File: src/rtl/wishbone_burst_master.sv
// Wishbone B4 classic master issuing incrementing bursts of 1..MAX_BURST beats, one command at a time,
// with bounded retry/backoff on rty and a stb timeout; one status pulse per command.
module wishbone_burst_master #(
    parameter int  ADDR_WIDTH     = 32,
    parameter int  DATA_WIDTH     = 32,
    parameter int  SEL_WIDTH      = DATA_WIDTH / 8,
    parameter int  MAX_BURST      = 16,
    parameter int  MAX_RETRY      = 8,
    parameter int  BACKOFF_CYCLES = 4,
    parameter int  TIMEOUT_CYCLES = 256,
    localparam int LEN_W          = $clog2(MAX_BURST)
) (
    input  logic                  clk,
    input  logic                  rst,
    input  logic                  cmd_valid,
    output logic                  cmd_ready,
    input  logic                  cmd_we,
    input  logic [ADDR_WIDTH-1:0] cmd_addr,
    input  logic [LEN_W-1:0]      cmd_len,
    input  logic [SEL_WIDTH-1:0]  cmd_sel,
    input  logic [DATA_WIDTH-1:0] wr_data,
    input  logic                  wr_valid,
    output logic                  wr_ready,
    output logic [DATA_WIDTH-1:0] rd_data,
    output logic                  rd_valid,
    output logic                  rd_last,
    output logic                  rsp_valid,
    output logic [1:0]            rsp_status,
    output logic [ADDR_WIDTH-1:0] wb_adr_o,
    output logic [DATA_WIDTH-1:0] wb_dat_o,
    output logic [SEL_WIDTH-1:0]  wb_sel_o,
    output logic                  wb_we_o,
    output logic                  wb_cyc_o,
    output logic                  wb_stb_o,
    output logic [2:0]            wb_cti_o,
    output logic [1:0]            wb_bte_o,
    input  logic [DATA_WIDTH-1:0] wb_dat_i,
    input  logic                  wb_ack_i,
    input  logic                  wb_err_i,
    input  logic                  wb_rty_i
);

    typedef enum logic [1:0] {S_IDLE, S_BURST, S_BACKOFF, S_RESP} state_t;

    localparam logic [1:0] ST_OK  = 2'b00;
    localparam logic [1:0] ST_ERR = 2'b01;
    localparam logic [1:0] ST_RTY = 2'b10;
    localparam logic [1:0] ST_TMO = 2'b11;

    localparam logic [2:0] CTI_SINGLE = 3'b000;
    localparam logic [2:0] CTI_INCR   = 3'b010;
    localparam logic [2:0] CTI_END    = 3'b111;

    localparam int TMO_W = (TIMEOUT_CYCLES > 1) ? $clog2(TIMEOUT_CYCLES + 1) : 1;
    localparam int BO_W  = (BACKOFF_CYCLES > 1) ? $clog2(BACKOFF_CYCLES) : 1;
    localparam logic [TMO_W-1:0]      TMO_LAST = TMO_W'((TIMEOUT_CYCLES > 0) ? TIMEOUT_CYCLES - 1 : 0);
    localparam logic [BO_W-1:0]       BO_LAST  = BO_W'(BACKOFF_CYCLES - 1);
    localparam logic [7:0]            RTY_LAST = 8'(MAX_RETRY - 1);
    localparam logic [ADDR_WIDTH-1:0] ADR_STEP = ADDR_WIDTH'(SEL_WIDTH);

    state_t           state;
    logic [LEN_W-1:0] len;
    logic [LEN_W-1:0] beat;
    logic [7:0]       retry_cnt;
    logic [TMO_W-1:0] tmo_cnt;
    logic [BO_W-1:0]  bo_cnt;
    logic             last_beat;
    logic             tmo_hit;
    logic             done;
    logic [1:0]       done_status;

    function automatic logic [2:0] cti_for(input logic [LEN_W-1:0] b, input logic [LEN_W-1:0] l);
        if (l == '0) return CTI_SINGLE;
        return (b == l) ? CTI_END : CTI_INCR;
    endfunction

    assign wb_bte_o  = 2'b00;
    assign last_beat = (beat == len);
    assign tmo_hit   = (TIMEOUT_CYCLES != 0) && (tmo_cnt == TMO_LAST);

    // Command termination this cycle; ack beats err beats rty, timeout only when the bus is silent.
    always_comb begin
        // NOTE: every always_comb output gets a default first so no path leaves it unassigned (no latch).
        done        = 1'b0;
        done_status = ST_OK;
        if (state == S_BURST && wb_stb_o) begin
            if (wb_ack_i) begin
                done = last_beat;
            end else if (wb_err_i) begin
                done        = 1'b1;
                done_status = ST_ERR;
            end else if (wb_rty_i) begin
                done        = (retry_cnt == RTY_LAST);
                done_status = ST_RTY;
            end else if (tmo_hit) begin
                done        = 1'b1;
                done_status = ST_TMO;
            end
        end
    end

    // NOTE: sequential state uses non-blocking assignments only, so every register sees pre-edge values.
    always_ff @(posedge clk) begin
        rd_valid  <= 1'b0;
        rd_last   <= 1'b0;
        rsp_valid <= 1'b0;
        if (rst) begin
            state      <= S_IDLE;
            cmd_ready  <= 1'b0;
            wr_ready   <= 1'b0;
            rd_data    <= '0;
            rsp_status <= ST_OK;
            wb_adr_o   <= '0;
            wb_dat_o   <= '0;
            wb_sel_o   <= '0;
            wb_we_o    <= 1'b0;
            wb_cyc_o   <= 1'b0;
            wb_stb_o   <= 1'b0;
            wb_cti_o   <= CTI_SINGLE;
            len        <= '0;
            beat       <= '0;
            retry_cnt  <= '0;
            tmo_cnt    <= '0;
            bo_cnt     <= '0;
        end else begin
            unique case (state)
                S_IDLE: begin
                    cmd_ready <= 1'b1;
                    if (cmd_valid && cmd_ready) begin
                        state     <= S_BURST;
                        cmd_ready <= 1'b0;
                        len       <= cmd_len;
                        beat      <= '0;
                        retry_cnt <= '0;
                        tmo_cnt   <= '0;
                        wb_adr_o  <= cmd_addr;
                        wb_sel_o  <= cmd_sel;
                        wb_we_o   <= cmd_we;
                        wb_cyc_o  <= 1'b1;
                        wb_stb_o  <= !cmd_we;
                        wr_ready  <= cmd_we;
                        wb_cti_o  <= cti_for('0, cmd_len);
                    end
                end
                S_BURST: begin
                    if (wb_stb_o && wb_ack_i && !wb_we_o) begin
                        rd_valid <= 1'b1;
                        rd_data  <= wb_dat_i;
                        rd_last  <= last_beat;
                    end
                    if (done) begin
                        state      <= S_RESP;
                        rsp_valid  <= 1'b1;
                        rsp_status <= done_status;
                        wb_cyc_o   <= 1'b0;
                        wb_stb_o   <= 1'b0;
                        wb_cti_o   <= CTI_SINGLE;
                        wr_ready   <= 1'b0;
                    end else if (wb_stb_o && wb_ack_i) begin
                        tmo_cnt  <= '0;
                        beat     <= beat + 1'b1;
                        wb_adr_o <= wb_adr_o + ADR_STEP;
                        wb_cti_o <= cti_for(beat + 1'b1, len);
                        // Writes pause stb until the next beat's data is in the register.
                        wb_stb_o <= !wb_we_o;
                        wr_ready <= wb_we_o;
                    end else if (wb_stb_o && wb_rty_i) begin
                        tmo_cnt   <= '0;
                        retry_cnt <= retry_cnt + 8'd1;
                        bo_cnt    <= '0;
                        state     <= S_BACKOFF;
                        wb_cyc_o  <= 1'b0;
                        wb_stb_o  <= 1'b0;
                    end else if (wb_stb_o) begin
                        tmo_cnt <= tmo_cnt + 1'b1;
                    end else if (wr_valid && wr_ready) begin
                        wb_dat_o <= wr_data;
                        wr_ready <= 1'b0;
                        wb_stb_o <= 1'b1;
                    end
                end
                S_BACKOFF: begin
                    // Re-issue the same beat; a write beat is still held in wb_dat_o.
                    if (bo_cnt == BO_LAST) begin
                        state    <= S_BURST;
                        wb_cyc_o <= 1'b1;
                        wb_stb_o <= 1'b1;
                    end else begin
                        bo_cnt <= bo_cnt + 1'b1;
                    end
                end
                S_RESP: begin
                    state     <= S_IDLE;
                    cmd_ready <= 1'b1;
                end
            endcase
        end
    end

endmodule

File: config.mk
export PLATFORM = sky130hd
export DESIGN_NAME = wishbone_burst_master
export DESIGN_NICKNAME = d
export VERILOG_FILES = /design/src/rtl/wishbone_burst_master.sv
export SDC_FILE = /design/constraint.sdc
export NUM_CORES = 1
export LEC_CHECK = 0
export CAP_MARGIN = 20
export CORE_ASPECT_RATIO = 1.4
export CORE_MARGIN = 2
export CORE_UTILIZATION = 40
export CTS_CLUSTER_DIAMETER = 50
export DETAILED_ROUTE_END_ITERATION = 10
export PLACE_DENSITY = 0.76
export SYNTH_ARGS = -nofsm -noshare
export SYNTH_HDL_FRONTEND = slang
export SYNTH_SLANG_ARGS = --single-unit
export TNS_END_PERCENT = 100
File: constraint.sdc
create_clock -name clk -period 3.13 [get_ports clk]
set_input_delay 0.626 -clock clk [delete_from_list [all_inputs] [get_ports clk]]
set_output_delay 0.626 -clock clk [all_outputs]
set_load 0.03 [all_outputs]
==> flow_metrics.env, run 1 <==
export IMPL_critPathArrivalTime_ps=3280
export IMPL_cts_sinks=141
export IMPL_critPathLaunchType="flip-flop"
export IMPL_clk_latency_ps=430
export IMPL_clock_power_share=0.310
export IMPL_cts_tree="yes"
export IMPL_overflow=0
export IMPL_nFillCells=1514
export IMPL_drt_pass1_iterations=5
export IMPL_hold_path_class="flip-flop to flip-flop"
export IMPL_crit_path_start="tmo_cnt[0]"
export IMPL_fin_crit_ps=2940
export IMPL_switching_power_mw=2.45
export IMPL_drv_slew=0
export IMPL_most_common_layout_cells="clkdlybuf4s50_1 (223), nand2_1 (196), dfxtp_1 (141)"
export IMPL_gp_congestion=0.895
export IMPL_place_inst=1253
export IMPL_critPathRequiredTime_ps=3470
export IMPL_hold_violations=0
export IMPL_cp_num_buf_inv=3
export IMPL_synth_edf_count=0
export IMPL_ys_seq_area_frac=0.420
export IMPL_status="completed"
export IMPL_synthTopCellsByArea="dfxtp_1 (42%), nand2_1 (11%), a21oi_1 (7.9%)"
export IMPL_track_usage=0.250
export IMPL_wl_per_cell_um=17.4
export IMPL_final_core_util=0.590
export IMPL_die_x_um=113
export IMPL_cts_root_buf="clkbuf_16"
export IMPL_fin_skew_ps=12.5
export IMPL_ant_nets=0
export IMPL_fmax_ghz=0.341
export IMPL_grt_pass1_vias=6945
export IMPL_synthArstFlopShare=0
export IMPL_end_kind="flip-flop"
export IMPL_start_util=0.404
export IMPL_sequentialPowerShare=0.343
export IMPL_drcViolationCount=0
export IMPL_drt_iter0_drc=695
export IMPL_fin_hold_ws_ps=453
export IMPL_relSlewSlack=0.466
export IMPL_power_leakage_nw=3.26
export IMPL_cts_buffers=17
export IMPL_ioPinCount=227
export IMPL_setup_tns_ps=0
export IMPL_syn_inst=862
export IMPL_ys_warn_count=0
export IMPL_final_common_cell="clkdlybuf4s50_1"
export IMPL_internal_power_mw=4.05
export IMPL_dpl_hpwl_um=15700
export IMPL_avgSynthCellArea_sq_um=7.79
export IMPL_regToRegStartpoint="tmo_cnt[0]"
export IMPL_antenna_cells=0
export IMPL_post_synth_top_area_cell="dfxtp_1"
export IMPL_worstPathMaxFanout=10
export IMPL_ctsHoldBuffers=0
export IMPL_drive_above_1_share=0.0684
export IMPL_grt_max_degree=71
export IMPL_synthToLayoutAreaGrowth_pct=45.8
export IMPL_vdd_ir_drop_max_mv=0.370
export IMPL_die_area_sq_um=17900
export IMPL_vias=7396
export IMPL_period_share=0.938
export IMPL_rsz0062_at_grt="false"
export IMPL_ff2ff_setup_slack_ps=190
export IMPL_path_cells="ha_1 > and3_1 > and3_1 > and3_1 > ha_1 > a211oi_1 > buf_4 > a211oi_4 > buf_4 > buf_4 > or4_1 > a31oi_1"
export IMPL_core_sq_um=16600
export IMPL_clk_pin_slew_ps=60
export IMPL_avgViaCountPerCell=5.76
export IMPL_syn_area_sq_um=6710
export IMPL_synth_ff_type="dfxtp_1"
export IMPL_synth_seq_cells=141
export IMPL_sw_frac_of_total=0.377
export IMPL_maxCapViolations=0
export IMPL_critPathMaxStageDelay_ps=520
export IMPL_cellPowerDensity_nw_per_um2=664
export IMPL_final_cells=1285
export IMPL_synthDominantCellAreaShare=0.420
export IMPL_setup_viol=0
export IMPL_tightestPinTransition_ps=802
export IMPL_min_from="rd_data[1]"
export IMPL_ys_types=60
export IMPL_h_tree_depth=4
export IMPL_die_h_um=157
export IMPL_comb_power_share=0.347
export IMPL_crit_type="flip-flop to flip-flop"
export IMPL_antenna_found_initial=0
export IMPL_clk_path_buf_depth=2
export IMPL_drt_wl_total_um=22300
export IMPL_worst_path_max_delay_cell="or4_1"
export IMPL_rows=56
export IMPL_grt_pass1_wl_um=35900
export IMPL_path_delay_family="simple AND/OR/NAND/NOR gates"
export IMPL_nets=1191
export IMPL_port_buffers=224
synthesized netlist by cell type, types with 3 or more instances:
| cell | n |
|---|---|
| nand2_1 | 196 |
| dfxtp_1 | 141 |
| a21oi_1 | 106 |
| clkbuf_1 | 53 |
| o21ai_0 | 39 |
| nand3_1 | 32 |
| nor2_1 | 30 |
| or4_1 | 22 |
| a31oi_1 | 19 |
| nor3_1 | 16 |
| o31ai_1 | 15 |
| nand4_1 | 14 |
| a211oi_1 | 12 |
| o311ai_0 | 12 |
| and3_1 | 11 |
| inv_1 | 11 |
| ha_1 | 10 |
| a32oi_1 | 8 |
| a22oi_1 | 7 |
| and4_1 | 7 |
| a311oi_1 | 6 |
| buf_4 | 6 |
| xnor2_1 | 6 |
| nand2b_1 | 5 |
| nor4_1 | 5 |
| o31a_1 | 5 |
| o41ai_1 | 5 |
| a21o_1 | 4 |
| o22ai_1 | 4 |
| a211o_1 | 3 |
| and2_1 | 3 |
| buf_1 | 3 |
| buf_2 | 3 |
| nand4b_1 | 3 |
| o21a_1 | 3 |
| or3_1 | 3 |
per-layer routing:
metal	wire length, um	GRT usage
met5	0	0
met2	10900	0.426
met1	8680	0.292
met4	702	0.102
met3	2020	0.0778
area by class of cell:
type	count	area [sq um]	area share
clock buffers	20	467	0.0477
clock inverters	12	126	0.0129
inverters	13	48.8	0.00498
multi-input cells	642	3580	0.366
flip-flops and latches	141	2820	0.288
well taps	203	254	0.0259
repair buffers	254	2490	0.254
stage by stage:
step | area, sq um | setup WS [ps] | power, mW
2_1_floorplan | 6720 | 433 | 3.55
3_3_place_gp | 9200 | 217 | 4.46
3_5_place_dp | 9200 | 166 | 4.48
4_1_cts | 9790 | 162 | 6.50
5_1_grt | 9790 | 57.9 | 6.81
6_report | 9790 | 194 | 6.50
tightest hold or removal path, stage by stage (launching register included):
cell and delay, ps:
dfxtp_1 310, nand2_1 50, a21oi_1 50
state kept, by name, summed over array words and instances, names as in the netlist:
name	cells
beat	4
wb_dat_o	32
retry_cnt	8
rsp_valid	1
bo_cnt	2
wb_stb_o	1
len	4
state	2
rd_data	32
wb_cti_o	2
wb_sel_o	4
rd_last	1
wb_adr_o	32
wb_cyc_o	1
cmd_ready	1
wr_ready	1
rd_valid	1
wb_we_o	1
tmo_cnt	9
rsp_status	2
worst paths after layout:
kind | end | cells after the start
max | wb_adr_o[22] | 12
min | rd_data[1] | 2
max reg2reg | wb_adr_o[22] | 12
min reg2reg | rd_data[1] | 2
power groups by stage:
stage / sequential [mW] / combinational, mW / clock, mW
2_1_floorplan: 2.51 / 1.04 / 0
5_1_grt: 2.26 / 2.43 / 2.12
4_1_cts: 2.22 / 2.23 / 2.05
3_3_place_gp: 2.25 / 2.20 / 0
3_5_place_dp: 2.26 / 2.22 / 0
6_report: 2.23 / 2.25 / 2.02
kinds of logic after synthesis:
logic type | after synthesis | synth area share
buffers and inverters | 80 | 0.0499
adder cells (fa/ha/maj) | 10 | 0.0186
XOR/XNOR | 7 | 0.00913
AO/OA/AOI/OAI | 264 | 0.247
multiplexers | 4 | 0.00634
AND/OR/NAND/NOR | 355 | 0.248
other | 1 | 0.000559
flip-flops | 141 | 0.420
timing repair:
item / 4_1_cts / 5_1_grt
buffers inserted: 0 / 0
gates resized for setup: 0 / 1
setup endpoints to repair: 0 / 2
Power figures use the tool's default switching activity.
==> run 2: changes to the inputs <==
--- a/config.mk
+++ b/config.mk
@@ -12,6 +12,7 @@
 export CTS_CLUSTER_DIAMETER = 50
 export DETAILED_ROUTE_END_ITERATION = 10
 export PLACE_DENSITY = 0.76
+export SLEW_MARGIN = 20
 export SYNTH_ARGS = -nofsm -noshare
 export SYNTH_HDL_FRONTEND = slang
 export SYNTH_SLANG_ARGS = --single-unit
==> results of run 2 <==
The final DEF is identical to that of run 1; final timing and power are the same.
==> run 3: changes to the inputs <==
--- a/config.mk
+++ b/config.mk
@@ -11,6 +11,7 @@
 export CORE_UTILIZATION = 40
 export CTS_CLUSTER_DIAMETER = 50
 export DETAILED_ROUTE_END_ITERATION = 10
+export MAX_ROUTING_LAYER = met4
 export PLACE_DENSITY = 0.76
 export SLEW_MARGIN = 20
 export SYNTH_ARGS = -nofsm -noshare
==> run 3 against run 2 <==
Effect of this change:
- first-iteration DRC count decreased by 7.5%
- critical endpoint unchanged
- combinational power barely moved
- total power is essentially flat
- die area did not move
==> flow_metrics.env, run 3 (synthesis gave the netlist of run 1 again) <==
export IMPL_maxCapViolations=0
export IMPL_drt_wl_total_um=22400
export IMPL_rsz0062_at_grt="false"
export IMPL_cts_tree="yes"
export IMPL_relSlewSlack=0.457
export IMPL_nets=1191
export IMPL_start_util=0.404
export IMPL_overflow=0
export IMPL_clk_pin_slew_ps=60
export IMPL_grt_pass1_wl_um=35800
export IMPL_core_sq_um=16600
export IMPL_fin_crit_ps=2980
export IMPL_die_h_um=157
export IMPL_die_area_sq_um=17900
export IMPL_wl_per_cell_um=17.4
export IMPL_critPathArrivalTime_ps=3310
export IMPL_cts_sinks=141
export IMPL_fmax_ghz=0.336
export IMPL_die_x_um=113
export IMPL_drcViolationCount=0
export IMPL_antenna_found_initial=0
export IMPL_status="completed"
export IMPL_fin_skew_ps=12.2
export IMPL_vias=7451
export IMPL_gp_congestion=0.912
export IMPL_power_leakage_nw=3.26
export IMPL_final_core_util=0.590
export IMPL_drt_iter0_drc=643
export IMPL_track_usage=0.257
export IMPL_setup_viol=0
export IMPL_synthToLayoutAreaGrowth_pct=45.8
export IMPL_ioPinCount=227
export IMPL_drive_above_1_share=0.0684
export IMPL_rows=56
export IMPL_ant_nets=0
export IMPL_antenna_cells=0
export IMPL_avgViaCountPerCell=5.80
export IMPL_most_common_layout_cells="clkdlybuf4s50_1 (223), nand2_1 (196), dfxtp_1 (141)"
export IMPL_drt_pass1_iterations=5
export IMPL_drv_slew=0
export IMPL_reg_top3="rd_data: 32 flops, wb_adr_o: 32 flops, wb_dat_o: 32 flops"
export IMPL_cts_buffers=17
export IMPL_h_tree_depth=4
export IMPL_setup_tns_ps=0
export IMPL_final_common_cell="clkdlybuf4s50_1"
export IMPL_port_buffers=224
export IMPL_cellPowerDensity_nw_per_um2=664
export IMPL_period_share=0.951
export IMPL_worstPathMaxFanout=10
export IMPL_end_kind="flip-flop"
export IMPL_clk_latency_ps=420
export IMPL_cts_setup_buffers=0
export IMPL_hold_violations=0
export IMPL_critPathLaunchType="flip-flop"
export IMPL_grt_pass1_vias=6961
export IMPL_hold_path_class="flip-flop to flip-flop"
export IMPL_cts_root_buf="clkbuf_16"
export IMPL_grt_max_degree=71
export IMPL_vdd_ir_drop_max_mv=0.369
export IMPL_clk_path_buf_depth=2
export IMPL_tightestPinTransition_ps=814
export IMPL_dpl_hpwl_um=15700
export IMPL_crit_type="flip-flop to flip-flop"
export IMPL_critPathRequiredTime_ps=3460
==> run 3: final cells by class <==
cell class | count | area (sq um)
Clock buffer | 20 | 467
Clock inverter | 12 | 126
Fill cell | 1514 | 6820
Inverter | 13 | 48.8
Multi-Input combinational cell | 642 | 3580
Sequential cell | 141 | 2820
Tap cell | 203 | 254
Timing Repair Buffer | 254 | 2490
==> run 3: path summary, 6_finish.rpt <==
check,start,to,slack [ps],cells after the start
worst max-delay path,tmo_cnt[0],wb_adr_o[22],150,12
worst min-delay path,rd_data[11],rd_data[11],450,2
worst max register to register,tmo_cnt[0],wb_adr_o[22],150,12
worst min register to register,rd_data[11],rd_data[11],450,2
==> run 3: through the flow <==
step / power [mW] / setup slack (ps) / instance area, sq um / hold WS, ps / std cells
after floorplan: 3.55 / 433 / 6720 / 428 / 863
final: 6.50 / 152 / 9790 / 452 / 1285
after CTS: 6.50 / 162 / 9790 / 455 / 1285
after detailed placement: 4.48 / 166 / 9200 / 448 / 1253
after global placement: 4.46 / 217 / 9200 / 440 / 1253
after global routing: 6.81 / 57.7 / 9790 / 472 / 1285
==> run 3: layer usage <==
metal  share of wire  GRT usage  vias to the layer above  wire length [um]
met3           0.076     0.0655                       63              1700
met4           0.036      0.106                        0               796
met5               0          -                        -                 0
li1                -          -                     3566                 -
met1            0.40      0.298                     3480              9000
met2            0.49      0.424                      342             10900
==> run 3: worst max-delay path, cell delays in order, from the launching register on <==
cell	delay, ps
dfxtp_1	330
ha_1	220
and3_1	210
and3_1	200
and3_1	190
ha_1	200
a211oi_1	240
buf_4	170
a211oi_4	70
buf_4	170
buf_4	160
or4_1	510
a31oi_1	200
==> run 3: power by group <==
group | switching (mW) | total [mW] | internal (mW) | leakage, nW
Combinational | 1.37 | 2.26 | 0.890 | 1.83
Sequential | 0.247 | 2.23 | 1.98 | 1.14
Clock | 0.836 | 2.01 | 1.18 | 0.291
==> run 3: what timing repair did <==
action	CTS	global route
hold buffers	0	0
endpoints found under the setup margin	0	2
gates resized for setup	0	1
